===== config.mk =====
export PLATFORM = sky130hd
export DESIGN_NAME = mem_bus_arbiter_flat
export DESIGN_NICKNAME = d
export VERILOG_FILES = /design/src/rtl/mem_bus_arbiter_if.sv /design/src/rtl/mem_bus_arbiter.sv /design/src/flat_wrapper.sv
export SDC_FILE = /design/constraint.sdc
export NUM_CORES = 1
export LEC_CHECK = 0
export ABC_CLOCK_PERIOD_IN_PS = 2540
export CAP_MARGIN = 25
export CORE_AREA = 2 2 109 111
export CTS_BUF_LIST = sky130_fd_sc_hd__clkbuf_4 sky130_fd_sc_hd__clkbuf_8
export CTS_CLUSTER_SIZE = 10
export DETAILED_ROUTE_END_ITERATION = 16
export DIE_AREA = 0 0 111 113
export DONT_BUFFER_PORTS = 1
export SLEW_MARGIN = 0
export SYNTH_ARGS = -nofsm -noshare
export SYNTH_HDL_FRONTEND = slang
export SYNTH_SLANG_ARGS = --single-unit
export TNS_END_PERCENT = 50

===== constraint.sdc =====
create_clock -name clk -period 2.54 [get_ports clk]
set_input_delay 0.254 -clock clk [delete_from_list [all_inputs] [get_ports clk]]
set_output_delay 0.254 -clock clk [all_outputs]
set_load 0.005 [all_outputs]

===== src/rtl/mem_bus_arbiter_if.sv =====
// ============================================================================
// Module      : mem_bus_arbiter_if
// Description : Bundles the fetch, load/store and memory-bus signals that
//               pass through the memory bus arbiter.
// Revision    : 1.0 - initial release
// ============================================================================
`default_nettype none

interface mem_bus_arbiter_if;
    // fetch side
    logic        inst_req;
    logic [31:0] inst_addr;
    logic        inst_addr_ok;
    logic        inst_data_ok;
    logic [31:0] inst_rdata;
    // load/store side
    logic        data_req;
    logic        data_wr;
    logic [1:0]  data_size;
    logic [31:0] data_addr;
    logic [31:0] data_wdata;
    logic        data_addr_ok;
    logic        data_data_ok;
    logic [31:0] data_rdata;
    // memory bus side
    logic        bus_req;
    logic        bus_wr;
    logic [1:0]  bus_size;
    logic [3:0]  bus_wstrb;
    logic [31:0] bus_addr;
    logic [31:0] bus_wdata;
    logic        bus_addr_ok;
    logic        bus_data_ok;
    logic [31:0] bus_rdata;

    // Arbiter view
    modport slave (
        input  inst_req, inst_addr,
        output inst_addr_ok, inst_data_ok, inst_rdata,
        input  data_req, data_wr, data_size, data_addr, data_wdata,
        output data_addr_ok, data_data_ok, data_rdata,
        output bus_req, bus_wr, bus_size, bus_wstrb, bus_addr, bus_wdata,
        input  bus_addr_ok, bus_data_ok, bus_rdata
    );

    // Environment view: pipeline stages plus bus bridge
    modport master (
        output inst_req, inst_addr,
        input  inst_addr_ok, inst_data_ok, inst_rdata,
        output data_req, data_wr, data_size, data_addr, data_wdata,
        input  data_addr_ok, data_data_ok, data_rdata,
        input  bus_req, bus_wr, bus_size, bus_wstrb, bus_addr, bus_wdata,
        output bus_addr_ok, bus_data_ok, bus_rdata
    );
endinterface

`default_nettype wire


===== src/rtl/mem_bus_arbiter.sv =====
// ============================================================================
// Module      : mem_bus_arbiter
// Description : Shares one SRAM-like bus between fetch and load/store with
//               grant locking, in-order response routing and anti-starvation.
// Revision    : 1.0 - initial release
// ============================================================================
`default_nettype none

module mem_bus_arbiter #(
    parameter int OUTSTANDING = 2,
    parameter int STARVE_MAX  = 4
) (
    input  wire logic          clk,
    input  wire logic          rstn,
    mem_bus_arbiter_if.slave   arb
);

    localparam int   c_PTR_W    = (OUTSTANDING > 1) ? $clog2(OUTSTANDING) : 1;
    localparam int   c_CNT_W    = $clog2(OUTSTANDING + 1);
    localparam int   c_STV_W    = (STARVE_MAX > 0) ? $clog2(STARVE_MAX + 1) : 1;
    localparam logic c_OWN_INST = 1'b1;
    localparam logic c_OWN_DATA = 1'b0;

    typedef enum logic [1:0] {
        ST_IDLE      = 2'd0,
        ST_LOCK_INST = 2'd1,
        ST_LOCK_DATA = 2'd2
    } state_t;

    state_t               r_state;
    state_t               w_state_nxt;
    logic [c_STV_W-1:0]   r_starve_cnt;
    logic                 r_owner [OUTSTANDING];
    logic [c_PTR_W-1:0]   r_wr_ptr;
    logic [c_PTR_W-1:0]   r_rd_ptr;
    logic [c_CNT_W-1:0]   r_count;

    logic                 w_grant_inst;
    logic                 w_full;
    logic                 w_bus_req;
    logic                 w_hs;
    logic                 w_pop;
    logic                 w_head;
    logic [3:0]           w_wstrb;

    function automatic logic [c_PTR_W-1:0] f_ptr_inc(input logic [c_PTR_W-1:0] p);
        return (p == c_PTR_W'(OUTSTANDING - 1)) ? '0 : p + c_PTR_W'(1);
    endfunction

    // Lock holds the presented request stable until the bus accepts it
    always_comb begin
        w_grant_inst = 1'b0;
        case (r_state)
            ST_LOCK_INST: w_grant_inst = 1'b1;
            ST_LOCK_DATA: w_grant_inst = 1'b0;
            default: begin
                if (arb.inst_req && (r_starve_cnt == c_STV_W'(STARVE_MAX)))
                    w_grant_inst = 1'b1;
                else
                    w_grant_inst = ~arb.data_req;
            end
        endcase
    end

    assign w_full    = (r_count == c_CNT_W'(OUTSTANDING));
    assign w_bus_req = (w_grant_inst ? arb.inst_req : arb.data_req) & ~w_full;
    assign w_hs      = w_bus_req & arb.bus_addr_ok;
    assign w_pop     = arb.bus_data_ok & (r_count != '0);
    assign w_head    = r_owner[r_rd_ptr];

    always_comb begin
        w_state_nxt = r_state;
        if (w_hs)
            w_state_nxt = ST_IDLE;
        else if (w_bus_req)
            w_state_nxt = w_grant_inst ? ST_LOCK_INST : ST_LOCK_DATA;
    end

    always_ff @(posedge clk or negedge rstn) begin
        if (!rstn)
            r_state <= ST_IDLE;
        else
            r_state <= w_state_nxt;
    end

    always_comb begin
        w_wstrb = 4'b0000;
        if (arb.bus_wr) begin
            case (arb.bus_size)
                2'd0:    w_wstrb = 4'b0001 << arb.bus_addr[1:0];
                2'd1:    w_wstrb = arb.bus_addr[1] ? 4'b1100 : 4'b0011;
                default: w_wstrb = 4'b1111;
            endcase
        end
    end

    assign arb.bus_req      = w_bus_req;
    assign arb.bus_wr       = w_grant_inst ? 1'b0       : arb.data_wr;
    assign arb.bus_size     = w_grant_inst ? 2'd2       : arb.data_size;
    assign arb.bus_addr     = w_grant_inst ? arb.inst_addr : arb.data_addr;
    assign arb.bus_wdata    = w_grant_inst ? 32'h0      : arb.data_wdata;
    assign arb.bus_wstrb    = w_wstrb;

    assign arb.inst_addr_ok = w_hs &  w_grant_inst;
    assign arb.data_addr_ok = w_hs & ~w_grant_inst;
    assign arb.inst_data_ok = w_pop & (w_head == c_OWN_INST);
    assign arb.data_data_ok = w_pop & (w_head == c_OWN_DATA);
    assign arb.inst_rdata   = arb.bus_rdata;
    assign arb.data_rdata   = arb.bus_rdata;

    // Owner storage needs no reset: r_count guards every read
    always_ff @(posedge clk) begin
        if (w_hs)
            r_owner[r_wr_ptr] <= w_grant_inst ? c_OWN_INST : c_OWN_DATA;
    end

    always_ff @(posedge clk or negedge rstn) begin
        if (!rstn) begin
            r_wr_ptr <= '0;
            r_rd_ptr <= '0;
            r_count  <= '0;
        end else begin
            if (w_hs)
                r_wr_ptr <= f_ptr_inc(r_wr_ptr);
            if (w_pop)
                r_rd_ptr <= f_ptr_inc(r_rd_ptr);
            case ({w_hs, w_pop})
                2'b10:   r_count <= r_count + c_CNT_W'(1);
                2'b01:   r_count <= r_count - c_CNT_W'(1);
                default: r_count <= r_count;
            endcase
        end
    end

    // Counts data wins that happened while fetch was left waiting
    always_ff @(posedge clk or negedge rstn) begin
        if (!rstn)
            r_starve_cnt <= '0;
        else if (!arb.inst_req)
            r_starve_cnt <= '0;
        else if (w_hs && w_grant_inst)
            r_starve_cnt <= '0;
        else if (w_hs && (r_starve_cnt != c_STV_W'(STARVE_MAX)))
            r_starve_cnt <= r_starve_cnt + c_STV_W'(1);
    end

endmodule

`default_nettype wire

===== src/flat_wrapper.sv =====
// flat-port wrapper written by rule: the top's interface ports become plain ports
module mem_bus_arbiter_flat 
#(
    parameter int OUTSTANDING = 2,
    parameter int STARVE_MAX  = 4
)
  (clk, rstn, arb_inst_req, arb_inst_addr, arb_inst_addr_ok, arb_inst_data_ok, arb_inst_rdata, arb_data_req, arb_data_wr, arb_data_size, arb_data_addr, arb_data_wdata, arb_data_addr_ok, arb_data_data_ok, arb_data_rdata, arb_bus_req, arb_bus_wr, arb_bus_size, arb_bus_wstrb, arb_bus_addr, arb_bus_wdata, arb_bus_addr_ok, arb_bus_data_ok, arb_bus_rdata);
  mem_bus_arbiter_if arb_i ();
  input  wire logic clk;
  input  wire logic rstn;
  input wire logic [$bits(arb_i.inst_req)-1:0] arb_inst_req;
  input wire logic [$bits(arb_i.inst_addr)-1:0] arb_inst_addr;
  output wire logic [$bits(arb_i.inst_addr_ok)-1:0] arb_inst_addr_ok;
  output wire logic [$bits(arb_i.inst_data_ok)-1:0] arb_inst_data_ok;
  output wire logic [$bits(arb_i.inst_rdata)-1:0] arb_inst_rdata;
  input wire logic [$bits(arb_i.data_req)-1:0] arb_data_req;
  input wire logic [$bits(arb_i.data_wr)-1:0] arb_data_wr;
  input wire logic [$bits(arb_i.data_size)-1:0] arb_data_size;
  input wire logic [$bits(arb_i.data_addr)-1:0] arb_data_addr;
  input wire logic [$bits(arb_i.data_wdata)-1:0] arb_data_wdata;
  output wire logic [$bits(arb_i.data_addr_ok)-1:0] arb_data_addr_ok;
  output wire logic [$bits(arb_i.data_data_ok)-1:0] arb_data_data_ok;
  output wire logic [$bits(arb_i.data_rdata)-1:0] arb_data_rdata;
  output wire logic [$bits(arb_i.bus_req)-1:0] arb_bus_req;
  output wire logic [$bits(arb_i.bus_wr)-1:0] arb_bus_wr;
  output wire logic [$bits(arb_i.bus_size)-1:0] arb_bus_size;
  output wire logic [$bits(arb_i.bus_wstrb)-1:0] arb_bus_wstrb;
  output wire logic [$bits(arb_i.bus_addr)-1:0] arb_bus_addr;
  output wire logic [$bits(arb_i.bus_wdata)-1:0] arb_bus_wdata;
  input wire logic [$bits(arb_i.bus_addr_ok)-1:0] arb_bus_addr_ok;
  input wire logic [$bits(arb_i.bus_data_ok)-1:0] arb_bus_data_ok;
  input wire logic [$bits(arb_i.bus_rdata)-1:0] arb_bus_rdata;
  assign arb_i.inst_req = arb_inst_req;
  assign arb_i.inst_addr = arb_inst_addr;
  assign arb_inst_addr_ok = arb_i.inst_addr_ok;
  assign arb_inst_data_ok = arb_i.inst_data_ok;
  assign arb_inst_rdata = arb_i.inst_rdata;
  assign arb_i.data_req = arb_data_req;
  assign arb_i.data_wr = arb_data_wr;
  assign arb_i.data_size = arb_data_size;
  assign arb_i.data_addr = arb_data_addr;
  assign arb_i.data_wdata = arb_data_wdata;
  assign arb_data_addr_ok = arb_i.data_addr_ok;
  assign arb_data_data_ok = arb_i.data_data_ok;
  assign arb_data_rdata = arb_i.data_rdata;
  assign arb_bus_req = arb_i.bus_req;
  assign arb_bus_wr = arb_i.bus_wr;
  assign arb_bus_size = arb_i.bus_size;
  assign arb_bus_wstrb = arb_i.bus_wstrb;
  assign arb_bus_addr = arb_i.bus_addr;
  assign arb_bus_wdata = arb_i.bus_wdata;
  assign arb_i.bus_addr_ok = arb_bus_addr_ok;
  assign arb_i.bus_data_ok = arb_bus_data_ok;
  assign arb_i.bus_rdata = arb_bus_rdata;
  mem_bus_arbiter #(.OUTSTANDING(OUTSTANDING), .STARVE_MAX(STARVE_MAX)) u_core (.clk(clk), .rstn(rstn), .arb(arb_i));
endmodule

==> out/results.ini <==
[grt]
grt-ovfl-total = 0
antenna_found_initial = 0
grt_pass1_vias = 1430
grt_max_degree = 38
grt_pass1_wl_um = 8210
grt_usage = 0.0858

[synth]
syn_inst = 282
post-synth-top-area-cell = buf_4
synth.most_common_cell = nand2_1
synth_flop_cell = dfrtp_1
synthTopCellsByCount = nand2_1 (102), buf_4 (67), and2_1 (34), dfrtp_1 (9), nor2_1 (8)
async_flop_share = 0.818
synth_top_area_share = 0.263
ys_types = 36
seq_area_frac_synth = 0.149
yosysWarnings = 0
syn_avg_cell_area_um2 = 6.77
synth_edf_count = 2
syn_nets = 423
synth_area_um2 = 1910
synth_area_leaders = buf_4 (26%), nand2_1 (20%), dfrtp_1 (12%), and2_1 (11%), edfxtp_1 (3.1%)
synth_seq_cells = 11

[timing]
slew-limit-headroom = 0.685
setup_tns_ps = 0
setup_viol = 0
fin_ws_ps = 244
worstMarginPinSlew_ps = 467
min_period_ps = 2300
finalHoldViolCount = 0
drv_slew = 0
period_share = 0.904
grt_setup_unrepaired = no
max_freq_mhz = 435
fin_skew_ps = 4.10

[clocking]
postCtsHoldBufs = 1
clock-root-buffer = clkbuf_8
cts_setup_buffers = 0
insertion_delay_ps = 250
htreeDepth = 1
clock-sinks = 11
cts_resized = 0
clkSlewWorstSetupHoldPaths_ps = 60
cts_max_path_buffers = 2
cts_buffers = 3
cts_tree = done

[placed_design]
placed_cells_incl_taps = 353
hpwl_um = 5440
io_buffers = 0
place_congestion = 0.713
place_ws_ps = 484

[worst_setup_path]
endpoint = arb_bus_wstrb[1]
r2r-end = u_core.r_count[1]
cp_data_arrival_time_ps = 2040
r2r_cells = 8
startpoint = u_core.r_state[0]
crit_path_end_kind = primary output
cp-start-kind = flop
required_ps = 2290
r2r_start = u_core.r_state[0]
rrSetupSlack_ps = 570
path_class = flop to primary output
crit_path_max_fanout = 23

[drt]
wirelength_um = 6170
drt_pass1_iterations = 4
wl_per_cell_um = 17.2
drc = 0
viasPerCell = 4.26
vias = 1526
drt_iter0_drc = 42
postRouteAntennaNets = 0

[status]
outcome = finished, final reports clean

[die]
initial_core_util = 0.169
die_area_um2 = 12500
top_level_ports = 277
die_w_um = 111
core_area_um2 = 11300
rows = 39
die_h_um = 113

[power_and_ir_drop]
powerDensity_nw_per_um2 = 1340
p_leak_nw = 0.746
ir_drop_uv = 285
design_power_total_w = 0.00214

[layout]
nets = 357
utilization = 0.142
final_cells = 358
drive_gt1_frac = 0.0791
insertedDiodeCount = 0
area_growth_pct = -16.3

[min_path]
hold_class = input pin to flop

[job]
drv_cap = 0

[logic make-up after synthesis]
kind of cell,synth area share
multiplexers,0.0131
XOR/XNOR,0.0229
AND/OR/NAND/NOR,0.408
buffers and inverters,0.312
AO/OA/AOI/OAI,0.0688
adder cells (fa/ha/maj),0.0262
flip-flops,0.149
[per-layer routing]
layer / routed length (µm) / global-route usage
met3: 755 / 0.0246
met2: 3430 / 0.184
met5: 0 / 0
met4: 132 / 0.0300
met1: 1850 / 0.0740
[how the worst min path moves through the flow]
| stage | start | to | slack [ps] | cells after the start |
|---|---|---|---|---|
| 2_1_floorplan | rstn | u_core.r_count[0] | -40 | 0 |
| 3_3_place_gp | rstn | u_core.r_state[0] | -40 | 0 |
| 3_5_place_dp | rstn | u_core.r_state[0] | -40 | 0 |
| 4_1_cts | arb_bus_addr_ok | u_core.r_state[0] | 120 | 1 |
| 5_1_grt | arb_bus_addr_ok | u_core.r_state[0] | 120 | 1 |
| 6_report | arb_bus_addr_ok | u_core.r_state[0] | 120 | 1 |
[layout by cell type, fill, tap and decap left out, drive strengths merged]
cell         Yosys  routed
nand2          102     102
and2            34      34
dfrtp            9       9
nor2             8       8
inv              7       7
a21oi            7       7
xnor2            4       4
ha               4       4
nand2b           4       4
nor3             4       4
o21ai            3       3
clkbuf           2       3
nand4            2       2
nand3b           2       2
o31ai            2       2
buf             72       2
edfxtp           2       2
clkinv           1       2
nor2b            2       2
nand3            1       1
a31o             1       1
o21bai           1       1
a21o             1       1
nor3b            1       1
mux2i            1       1
and3             1       1
xor2             1       1
mux2             1       1
o32ai            1       1
a31oi            1       1
dlygate4sd3      0       1
[area by class of cell]
class                      instances  area [µm²]
fill                            1290        9670
multi-input combinational        189        1030
sequential                        11         285
tap                              143         179
clock buffer                       3        41.3
inverter                           8        35.0
timing repair buffer               3        25.0
clock inverter                     1        5.00
[registers in the layout (all words and copies together), names as in the netlist]
name and count:
u_core.r_starve_cnt 3, u_core.r_rd_ptr 1, u_core.r_count 2, u_core.r_wr_ptr 1, u_core.r_state 2, u_core.r_owner 2
[report_power, final]
group	switching [W]	leakage (nW)	internal (W)
clock	0.0000748	0.0255	0.000108
combinational	0.00109	0.588	0.000559
sequential	0.0000502	0.133	0.000255
[per-stage QoR]
stage               cell area (µm²)  hold WS (ps)
floorplan                      1910         -41.6
global placement               1540         -41.4
detailed placement             1540         -41.4
CTS                            1600           120
global route                   1600           116
finish                         1600           115
[critical path, stage by stage (launching register included)]
cell	delay, ps
dfrtp_1	380
ha_1	380
nor2_1	150
a31o_4	250
buf_4	290
nand2_1	150
a21oi_1	190
Note: power is estimated with default switching activity, not from simulation.
